File: config.mk
export PLATFORM = sky130hd
export DESIGN_NAME = port_grid_sequencer
export DESIGN_NICKNAME = d
export VERILOG_FILES = /design/src/rtl/port_grid_sequencer.sv
export SDC_FILE = /design/constraint.sdc
export NUM_CORES = 1
export LEC_CHECK = 0
export BUFFER_PORTS_ARGS = -buffer_cell sky130_fd_sc_hd__buf_2
export CELL_PAD_IN_SITES_DETAIL_PLACEMENT = 0
export CELL_PAD_IN_SITES_GLOBAL_PLACEMENT = 2
export CORE_ASPECT_RATIO = 0.6
export CORE_MARGIN = 10
export CORE_UTILIZATION = 41
export CTS_BUF_LIST = sky130_fd_sc_hd__clkbuf_4 sky130_fd_sc_hd__clkbuf_8 sky130_fd_sc_hd__clkbuf_16
export CTS_CLUSTER_DIAMETER = 50
export DETAILED_ROUTE_END_ITERATION = 7
export PLACE_DENSITY_LB_ADDON = 0.08
export SYNTH_ARGS = -nofsm -noshare
export SYNTH_HDL_FRONTEND = slang
export SYNTH_SLANG_ARGS = --single-unit
export TNS_END_PERCENT = 30
File: constraint.sdc
create_clock -name clk -period 3.12 [get_ports clk]
set_clock_uncertainty 0.15 [all_clocks]
set_input_delay 0.156 -clock clk [delete_from_list [all_inputs] [get_ports clk]]
set_output_delay 0.156 -clock clk [all_outputs]
set_load 0.1 [all_outputs]
File: src/rtl/port_grid_sequencer.sv
// Valve sequencer for a 4x8 port grid: queued {row, col, dur} commands open one
// valve at a time for dur cycles, each followed by a fixed closed settle window.
module port_grid_sequencer #(
  parameter int DEPTH  = 4,
  parameter int DUR_W  = 16,
  parameter int SETTLE = 8
) (
  input  logic             clk,
  input  logic             rst,
  input  logic             cmd_valid,
  output logic             cmd_ready,
  input  logic [1:0]       cmd_row,
  input  logic [2:0]       cmd_col,
  input  logic [DUR_W-1:0] cmd_dur,
  input  logic             abort,
  output logic [31:0]      valve_en,
  output logic             busy,
  output logic             done_pulse,
  output logic             err_pulse
);

  localparam int PTR_W = (DEPTH > 1) ? $clog2(DEPTH) : 1;
  localparam int SET_W = $clog2(SETTLE + 1);

  typedef enum logic [1:0] {S_IDLE, S_OPEN, S_SETTLE} state_t;

  typedef struct packed {
    logic [1:0]       row;
    logic [2:0]       col;
    logic [DUR_W-1:0] dur;
  } entry_t;

  entry_t           mem [DEPTH];
  logic [PTR_W-1:0] wr_ptr, rd_ptr;
  logic [PTR_W:0]   count;
  state_t           state;
  logic [DUR_W-1:0] dur_cnt;
  logic [SET_W-1:0] settle_cnt;

  logic   fifo_full, fifo_empty, handshake, push, reject, pop;
  entry_t head;

  assign fifo_full  = (count == (PTR_W+1)'(DEPTH));
  assign fifo_empty = (count == '0);
  assign cmd_ready  = !fifo_full && !abort && !rst;
  assign handshake  = cmd_valid && cmd_ready;
  assign push       = handshake && (cmd_dur != '0);
  assign reject     = handshake && (cmd_dur == '0);
  assign head       = mem[rd_ptr];
  assign busy       = (state != S_IDLE) || !fifo_empty;

  // The head is consumed only when the FSM can start a new open interval.
  assign pop = !fifo_empty &&
               ((state == S_IDLE) || (state == S_SETTLE && settle_cnt == SET_W'(1)));

  // NOTE: FIFO storage has no reset; count and pointers alone decide which entries are valid.
  always_ff @(posedge clk) begin
    if (push) mem[wr_ptr] <= '{row: cmd_row, col: cmd_col, dur: cmd_dur};
  end

  // NOTE: all state here uses non-blocking assignments so every register sees pre-edge values.
  always_ff @(posedge clk) begin
    if (rst || abort) begin
      state      <= S_IDLE;
      wr_ptr     <= '0;
      rd_ptr     <= '0;
      count      <= '0;
      dur_cnt    <= '0;
      settle_cnt <= '0;
      valve_en   <= '0;
      done_pulse <= 1'b0;
      err_pulse  <= 1'b0;
    end else begin
      done_pulse <= 1'b0;
      err_pulse  <= reject;

      if (push) wr_ptr <= wr_ptr + 1'b1;
      if (pop)  rd_ptr <= rd_ptr + 1'b1;
      case ({push, pop})
        2'b10:   count <= count + 1'b1;
        2'b01:   count <= count - 1'b1;
        default: count <= count;
      endcase

      case (state)
        S_IDLE: begin
          if (pop) begin
            valve_en <= 32'd1 << {head.row, head.col};
            dur_cnt  <= head.dur;
            state    <= S_OPEN;
          end
        end
        S_OPEN: begin
          if (dur_cnt == DUR_W'(1)) begin
            valve_en   <= '0;
            done_pulse <= 1'b1;
            dur_cnt    <= '0;
            settle_cnt <= SET_W'(SETTLE);
            state      <= S_SETTLE;
          end else begin
            dur_cnt <= dur_cnt - 1'b1;
          end
        end
        S_SETTLE: begin
          if (settle_cnt == SET_W'(1)) begin
            settle_cnt <= '0;
            if (pop) begin
              valve_en <= 32'd1 << {head.row, head.col};
              dur_cnt  <= head.dur;
              state    <= S_OPEN;
            end else begin
              state <= S_IDLE;
            end
          end else begin
            settle_cnt <= settle_cnt - 1'b1;
          end
        end
        default: state <= S_IDLE;
      endcase
    end
  end

endmodule

==> metrics.csv, run 1 <==
stage,metric,value,unit
finish,layout cells sized above 1,26.13,%
route,met2 wire length,6480,microns
clock_tree,CTS root buf,clkbuf_16,
synthesis,"Seq/Total Area, Yosys",61.39,%
sta,min cycle time layout,2.870,ns
worst_setup_path,top cell family by delay on the critical path,simple AND/OR/NAND/NOR gates,
clock_tree,Num Clock Sinks,149,
min_path,cell depth of the worst min-delay path,5,
pwr,worst vdd ir,0.3453,mV
pwr,total power draw,4.797,mW
global_routing,grt total ovfl,0,
sta,worst relative slew slack,23.67,%
synthesis,Mapped Area,0.006228,sq mm
synthesis,main area contributors after synthesis,"edfxtp_1 40%, dfxtp_1 21%, mux4_2 6.9%, a22o_1 2.2%, a32o_1 2.2%",
finish,"commonest non-fill, non-tap cell in the layout",edfxtp_1,
route,per-cell routed wire length,20.38,microns
die,std cell rows,34,
sta,Pins Over Slew Limit,0,
placement,hpwl dp,10680,microns
global_routing,vias in the first global route,4142,
sta,worst hold slack,0.1169,ns
global_routing,pin count of the biggest net entering global routing,33,
clock_tree,CTS H-tree lvls,4,
route,DRT iter0 DRCs,342,
worst_setup_path,crit-path cells,"dlygate4sd3_1, buf_2, nor4_1, and4_1, nor2_1, inv_1, ha_1, inv_1, fa_1, xor2_1, or3_1, a21oi_1",
synthesis,Synth Flop Type,edfxtp_1,
route,first-pass iteration count of the detailed router,5,
worst_setup_path,crit-path most repeated cell,inv_1,
clock_tree,TritonCTS clock tree,built,
finish,most frequent cells in the layout,"84 x edfxtp_1, 65 x dfxtp_1, 60 x buf_2",
worst_setup_path,Crit Path Class,input port to flip-flop,
sta,Final Hold Vio Count,0,
finish,Area Overhead vs Synth,21.31,%
sta,TNS Setup,0,ns
sta,Worst-Margin Slew,1.145,ns
route,via count of the routed design,4165,
synthesis,asr flop ratio synth,0,%
clock_tree,Clock transition at path regs,0.06,ns
die,starting density of the core,42.44,%
route,vias per inst,5.531,
finish,final core occ,51.48,%
worst_setup_path,slowest cell on the critical path,dlygate4sd3_1,
route,Remaining DRCs,0,
placement,Cells after DPL,699,
worst_setup_path,count of buffer and inverter cells on the critical path,4,
die,Core ar.,0.01468,sq mm
die,Die X,179.1,microns
worst_setup_path,Worst setup SP type,input port,
finish,# diodes,0,
flow_run,max-cap violations,0,
synthesis,number of synthesized flops with an enable pin,84,
sta,Max Freq,348.4,MHz
worst_setup_path,crit path DAT,3.06,ns
min_path,Min-Delay Path Class,input port to flip-flop,
worst_setup_path,Critical Path RT,3.31,ns
synthesis,"area leader, netlist",edfxtp_1,
placement,Port Buf Inserts,60,
synthesis,Post-Syn Nets,486,
pwr,leakage power,2.677,nW
worst_setup_path,crit path max fanout,5,
clock_tree,clock insertion delay at the later pin of the skew report,0.42,ns
route,WL met3,725,microns
route,post-route ant nets,0,
die,overall die height,115.5,microns
status,outcome,"finished, final reports clean",
synthesis,synth unique cells,68,
die,Die ar.,0.02068,sq mm
route,M1 WL,8066,microns
die,I/O pin total,61,
sta,RSZ-0062 raised after global routing,false,
route,top sig layer,met4,
synthesis,synthesized area per cell,13.81,sq um
synthesis,Mapped Cells,451,
route,drt total wl,15350,microns
worst_setup_path,Critical Path Stages,12,
global_routing,gr usage total,15.27,%
finish,Non-Filler Instances,753,
global_routing,first-pass GRT wire length,24060,microns
finish,NumNets Final,577,
global_routing,initial antenna violation count,0,
worst_setup_path,r2r setup slk,0.40,ns
synthesis,Synth top area share,40.50,%
placement,gp weighted congestion,0.7669,
worst_setup_path,Worst R2R Path Depth,12,
pwr,Power Density,634.9,mW/mm^2
clock_tree,Clock Tree Buf Depth,2,
worst_setup_path,crit-path max cell delay,0.53,ns
sta,"Setup violations, final",0,
synthesis,synthesized flop and latch total,149,
clock_tree,CTS buffer count,17,
worst_setup_path,Worst Setup End Kind,flip-flop,
sta,Final Cycle Share,91.99,%
synthesis,Ys Warns,0,
==> where the power goes <==
part           switching, mW  internal, mW  total, mW
logic                  0.406         0.234      0.640
registers             0.0383          2.11       2.15
clock network          0.939          1.07       2.01
total                   1.38          3.41       4.80
==> metrics by stage <==
| stage | worst slack, ns | cell area [sq um] |
|---|---|---|
| 2_1_floorplan | 0.4204 | 6228 |
| 3_3_place_gp | 0.4504 | 6746 |
| 3_5_place_dp | 0.4100 | 6746 |
| 4_1_cts | 0.2924 | 7556 |
| 5_1_grt | 0.09124 | 7556 |
| 6_report | 0.2498 | 7556 |
==> worst register-to-register path, cell delays in order, from the launching register on <==
cell and delay [ns]:
dfxtp_1 0.32, inv_1 0.09, ha_1 0.19, nor4b_2 0.33
o21a_2 0.19, nand2_1 0.10, inv_2 0.08, ha_1 0.17
inv_1 0.06, fa_1 0.37, xor2_1 0.17, or3_1 0.30
a21oi_1 0.14
==> path summary, 6_finish.rpt <==
| kind | end | startpoint |
|---|---|---|
| worst min register to register | valve_en[9] | valve_en[9] |
| worst max register to register | count[2] | settle_cnt[1] |
| worst min-delay path | dur_cnt[0] | rst |
| worst max-delay path | count[2] | cmd_dur[2] |
==> layer usage <==
layer,up-vias,global-route usage (%)
li1,1992,-
met1,2072,23.39
met2,95,21.51
met3,6,3.249
met4,0,3.428
met5,-,0
==> cell usage after synthesis, types with 5 or more instances <==
cell	number
edfxtp_1	84
dfxtp_1	65
nor2_1	24
nand2_1	23
a21oi_1	19
mux4_2	19
a22o_1	16
a32o_1	14
inv_1	13
nor3_1	10
ha_1	9
buf_2	8
nor4_1	8
and3_1	7
clkbuf_1	7
a2111o_1	6
a22oi_1	6
nand3_1	6
o211ai_1	5
o21ai_0	5
or3_1	5
or4_1	5
==> sequential cells by signal, indices dropped and copies added, names as in the netlist, named ones only <==
| signal | count |
|---|---|
| valve_en | 32 |
| done_pulse | 1 |
| count | 3 |
| state | 2 |
| err_pulse | 1 |
| rd_ptr | 2 |
| settle_cnt | 4 |
| mem | 84 |
| dur_cnt | 16 |
| wr_ptr | 2 |
==> layout make-up <==
type	count	area [sq um]
inverter	14	52.55
clock buffer	17	425.4
multi-input combinational	265	2225
sequential	149	3824
tap	198	247.7
fill	1261	7121
timing repair buffer	95	618.1
clock inverter	15	163.9
==> cells by family after synthesis <==
logic type	Yosys count	synth area share, %
buffers and inverters	37	2.893
and+or+nand+nor	118	10.61
adders and majority gates	10	2.129
AOI/OAI and AO/OA	109	14.44
xor gates and xnor gates	3	0.4219
muxes	25	8.116
DFF	149	61.39
==> what timing repair did <==
| action | CTS | global route |
|---|---|---|
| setup buffers | 0 | 0 |
| endpoints found under the hold margin | 85 | 0 |
| gates resized for setup | 0 | 0 |
| hold buffers | 22 | 0 |
Note: power is estimated with default switching activity, not from simulation.
==> run 2: changes to the inputs <==
--- a/config.mk
+++ b/config.mk
@@ -5,12 +5,13 @@
 export SDC_FILE = /design/constraint.sdc
 export NUM_CORES = 1
 export LEC_CHECK = 0
+export ABC_AREA = 1
 export BUFFER_PORTS_ARGS = -buffer_cell sky130_fd_sc_hd__buf_2
 export CELL_PAD_IN_SITES_DETAIL_PLACEMENT = 0
 export CELL_PAD_IN_SITES_GLOBAL_PLACEMENT = 2
 export CORE_ASPECT_RATIO = 0.6
 export CORE_MARGIN = 10
-export CORE_UTILIZATION = 41
+export CORE_UTILIZATION = 38
 export CTS_BUF_LIST = sky130_fd_sc_hd__clkbuf_4 sky130_fd_sc_hd__clkbuf_8 sky130_fd_sc_hd__clkbuf_16
 export CTS_CLUSTER_DIAMETER = 50
 export DETAILED_ROUTE_END_ITERATION = 7
==> constraint.sdc (replaced) <==
create_clock -name clk -period 3 [get_ports clk]
set_clock_uncertainty 0.15 [all_clocks]
set_input_delay 0.15 -clock clk [delete_from_list [all_inputs] [get_ports clk]]
set_output_delay 0.15 -clock clk [all_outputs]
set_load 0.1 [all_outputs]
==> run 2 against run 1 <==
Hold slack lost 0.042 ns. Die area grew 20%. Critical path depth grew 2. Synthesized cell count grew 69%. Highest routed layer unchanged. Via count grew 32%. Routed wire length grew 23%. Sequential share of layout area shrank 4.9 points. Register-to-register slack gained 0.20 ns.
==> metrics.csv, run 2 <==
stage,metric,value,unit
status,outcome,"finished, final reports clean",
synthesis,"count leader, synth",nand2_1,
worst_setup_path,slowest cell on the critical path,dlygate4sd3_1,
placement,pre-CTS WS,0.6248,ns
worst_setup_path,r2r setup slk,0.60,ns
worst_setup_path,crit-path cells,"dlygate4sd3_1, buf_2, nor2_1, nand2_1, nor2_1, nand2_1, nand2_2, ha_1, inv_1, fa_1, a21oi_1, o21ai_0, o21ai_0, a21oi_1",
route,top sig layer,met4,
synthesis,Mapped Area,0.007148,sq mm
placement,gp weighted congestion,0.7693,
sta,"Setup violations, final",0,
min_path,Min-Delay Path Class,input port to flip-flop,
die,overall die height,126.2,microns
global_routing,grt total ovfl,0,
synthesis,synth unique cells,44,
route,DRT iter0 DRCs,416,
worst_setup_path,crit-path max cell delay,0.52,ns
worst_setup_path,top cell family by delay on the critical path,buffers and inverters,
sta,min cycle time layout,2.412,ns
sta,Pins Over Slew Limit,0,
pwr,worst vdd ir,0.3679,mV
die,Core ar.,0.01826,sq mm
sta,worst setup margin,0.5875,ns
worst_setup_path,Critical R2R Capture,count[2],
min_path,min-delay src,abort,
finish,# diodes,0,
worst_setup_path,Worst Setup End Kind,flip-flop,
worst_setup_path,Critical Path RT,3.16,ns
global_routing,pin count of the biggest net entering global routing,45,
synthesis,main area contributors after synthesis,"edfxtp_1 35%, dfxtp_1 18%, nand2_1 9.1%, nand3_1 6.1%, a21oi_2 3.6%",
worst_setup_path,crit path DAT,2.57,ns
synthesis,Post-synth top cells,"174 x nand2_1, 87 x nand3_1, 84 x edfxtp_1, 65 x dfxtp_1, 51 x nor2_1",
route,per-cell routed wire length,17.40,microns
die,Die X,197.1,microns
sta,worst hold slack,0.07457,ns
synthesis,number of synthesized flops with an enable pin,84,
clock_tree,clock insertion delay at the later pin of the skew report,0.43,ns
clock_tree,TritonCTS clock tree,built,
clock_tree,Clock transition at path regs,0.06,ns
min_path,cell depth of the worst min-delay path,3,
die,Die ar.,0.02488,sq mm
route,vias per inst,5.055,
clock_tree,CTS H-tree lvls,4,
sta,worst relative slew slack,43.83,%
route,drt total wl,18940,microns
synthesis,synthesized area per cell,9.405,sq um
route,via count of the routed design,5505,
synthesis,Post-Syn Nets,795,
worst_setup_path,crit path max fanout,8,
clock_tree,Num Clock Sinks,149,
placement,Port Buf Inserts,60,
finish,largest register by flop count,mem,
die,starting density of the core,39.15,%
flow_run,max-cap violations,0,
route,Remaining DRCs,0,
global_routing,gr usage total,15.55,%
worst_setup_path,Crit Path Class,input port to flip-flop,
synthesis,"area leader, netlist",edfxtp_1,
synthesis,Ys Warns,0,
finish,max reg flops,84,
global_routing,initial antenna violation count,0,
global_routing,vias in the first global route,5207,
finish,most frequent cells in the layout,"174 x nand2_1, 87 x nand3_1, 84 x edfxtp_1",
sta,TNS Setup,0,ns
placement,hpwl dp,12910,microns
sta,Final Hold Vio Count,0,
finish,Top Registers,"mem (84), valve_en (32), dur_cnt (16)",
synthesis,synthesized flop and latch total,149,
finish,Filler Cells Inserted,1795,
pwr,total power draw,5.369,mW
clock_tree,CTS buffer count,17,
worst_setup_path,count of buffer and inverter cells on the critical path,3,
synthesis,asr flop ratio synth,0,%
route,WL met3,1141,microns
clock_tree,Clock Tree Buf Depth,2,
sta,Worst-Margin Slew,0.8416,ns
pwr,Power Density,642.1,mW/mm^2
route,post-route ant nets,0,
die,I/O pin total,61,
finish,layout cells sized above 1,22.97,%
route,M1 WL,10170,microns
worst_setup_path,Worst setup SP type,input port,
synthesis,"Seq/Total Area, Yosys",53.49,%
worst_setup_path,Worst R2R Path Depth,13,
sta,Final Cycle Share,80.42,%
synthesis,Synth Flop Type,edfxtp_1,
finish,"commonest non-fill, non-tap cell in the layout",nand2_1,
route,met2 wire length,7492,microns
die,std cell rows,38,
pwr,leakage power,3.325,nW
clock_tree,CTS root buf,clkbuf_16,
route,first-pass iteration count of the detailed router,4,
sta,RSZ-0062 raised after global routing,false,
synthesis,Synth top area share,35.29,%
min_path,Worst Hold Endpoint,state[0],
synthesis,Mapped Cells,760,
global_routing,first-pass GRT wire length,30020,microns
finish,final core occ,45.80,%
sta,Max Freq,414.5,MHz
finish,Area Overhead vs Synth,16.98,%
finish,NumNets Final,872,
worst_setup_path,worst r2r src,settle_cnt[1],
==> run 2: cell count changes in the layout (fill, tap and decap cells not counted), sizes merged, moves of 9 or more <==
cell    delta
nand3     +85
o21ai     +36
inv       +30
nand2    +168
nor2      +46
a32o      -14
mux4      -20
nor4      -10
nand3b    +30
a22o      -16
nor3       -9
a21oi     +42
==> run 2: per-stage QoR <==
stage | area [sq um] | cells
after CTS | 8362 | 1089
after floorplan | 7148 | 760
after global routing | 8362 | 1089
final | 8362 | 1089
after global placement | 7572 | 1036
after detailed placement | 7572 | 1036
==> run 2: area by class of cell <==
cell class | count | area, sq um | share of cell area [%]
Sequential cell | 149 | 3824 | 45.73
Multi-Input combinational cell | 526 | 2853 | 34.12
Timing Repair Buffer | 97 | 633.1 | 7.571
Clock buffer | 17 | 425.4 | 5.088
Tap cell | 240 | 300.3 | 3.591
Inverter | 46 | 182.7 | 2.185
Clock inverter | 14 | 143.9 | 1.721
==> run 2: power by group <==
group | total [mW] | leakage (nW) | internal (mW) | switching (mW)
clock | 2.07 | 0.267 | 1.16 | 0.910
sequential | 2.26 | 1.28 | 2.22 | 0.0479
combinational | 1.04 | 1.77 | 0.280 | 0.756
==> run 2: what timing repair did <==
| action | CTS | global route |
|---|---|---|
| buffers inserted | 0 | 0 |
| setup endpoints to repair | 0 | 0 |
| hold buffers | 22 | 0 |
| resized for setup | 0 | 0 |
| hold endpoints to repair | 85 | 0 |
==> run 2: cell families after synthesis <==
group	synth area share [%]
buffers and inverters	6.739
flip-flops	53.49
AO/OA/AOI/OAI	10.19
adder cells (fa/ha/maj)	1.855
AND/OR/NAND/NOR	27.11
XOR/XNOR	0.6127
==> run 2: layer usage <==
layer	global-route usage, %	up-vias
met1	23.68	2643
met3	4.734	12
met5	0	-
met2	20.10	127
met4	4.683	0
li1	-	2723
==> run 2: worst max path at each step <==
stage / startpoint / to / slack, ns / cells past startpoint
after floorplan: abort / mem[0][0] / 0.68 / 5
after global placement: settle_cnt[1] / count[2] / 0.63 / 13
after detailed placement: settle_cnt[1] / count[2] / 0.62 / 13
after CTS: cmd_dur[15] / count[2] / 0.61 / 14
after global routing: cmd_dur[15] / count[2] / 0.39 / 14
final: cmd_dur[13] / count[2] / 0.59 / 14
==> run 2: tightest hold or removal path, delay by kind of cell <==
kind	cells	cell delay [ns]
simple gates	2	0.37
buf+inv	1	0.07
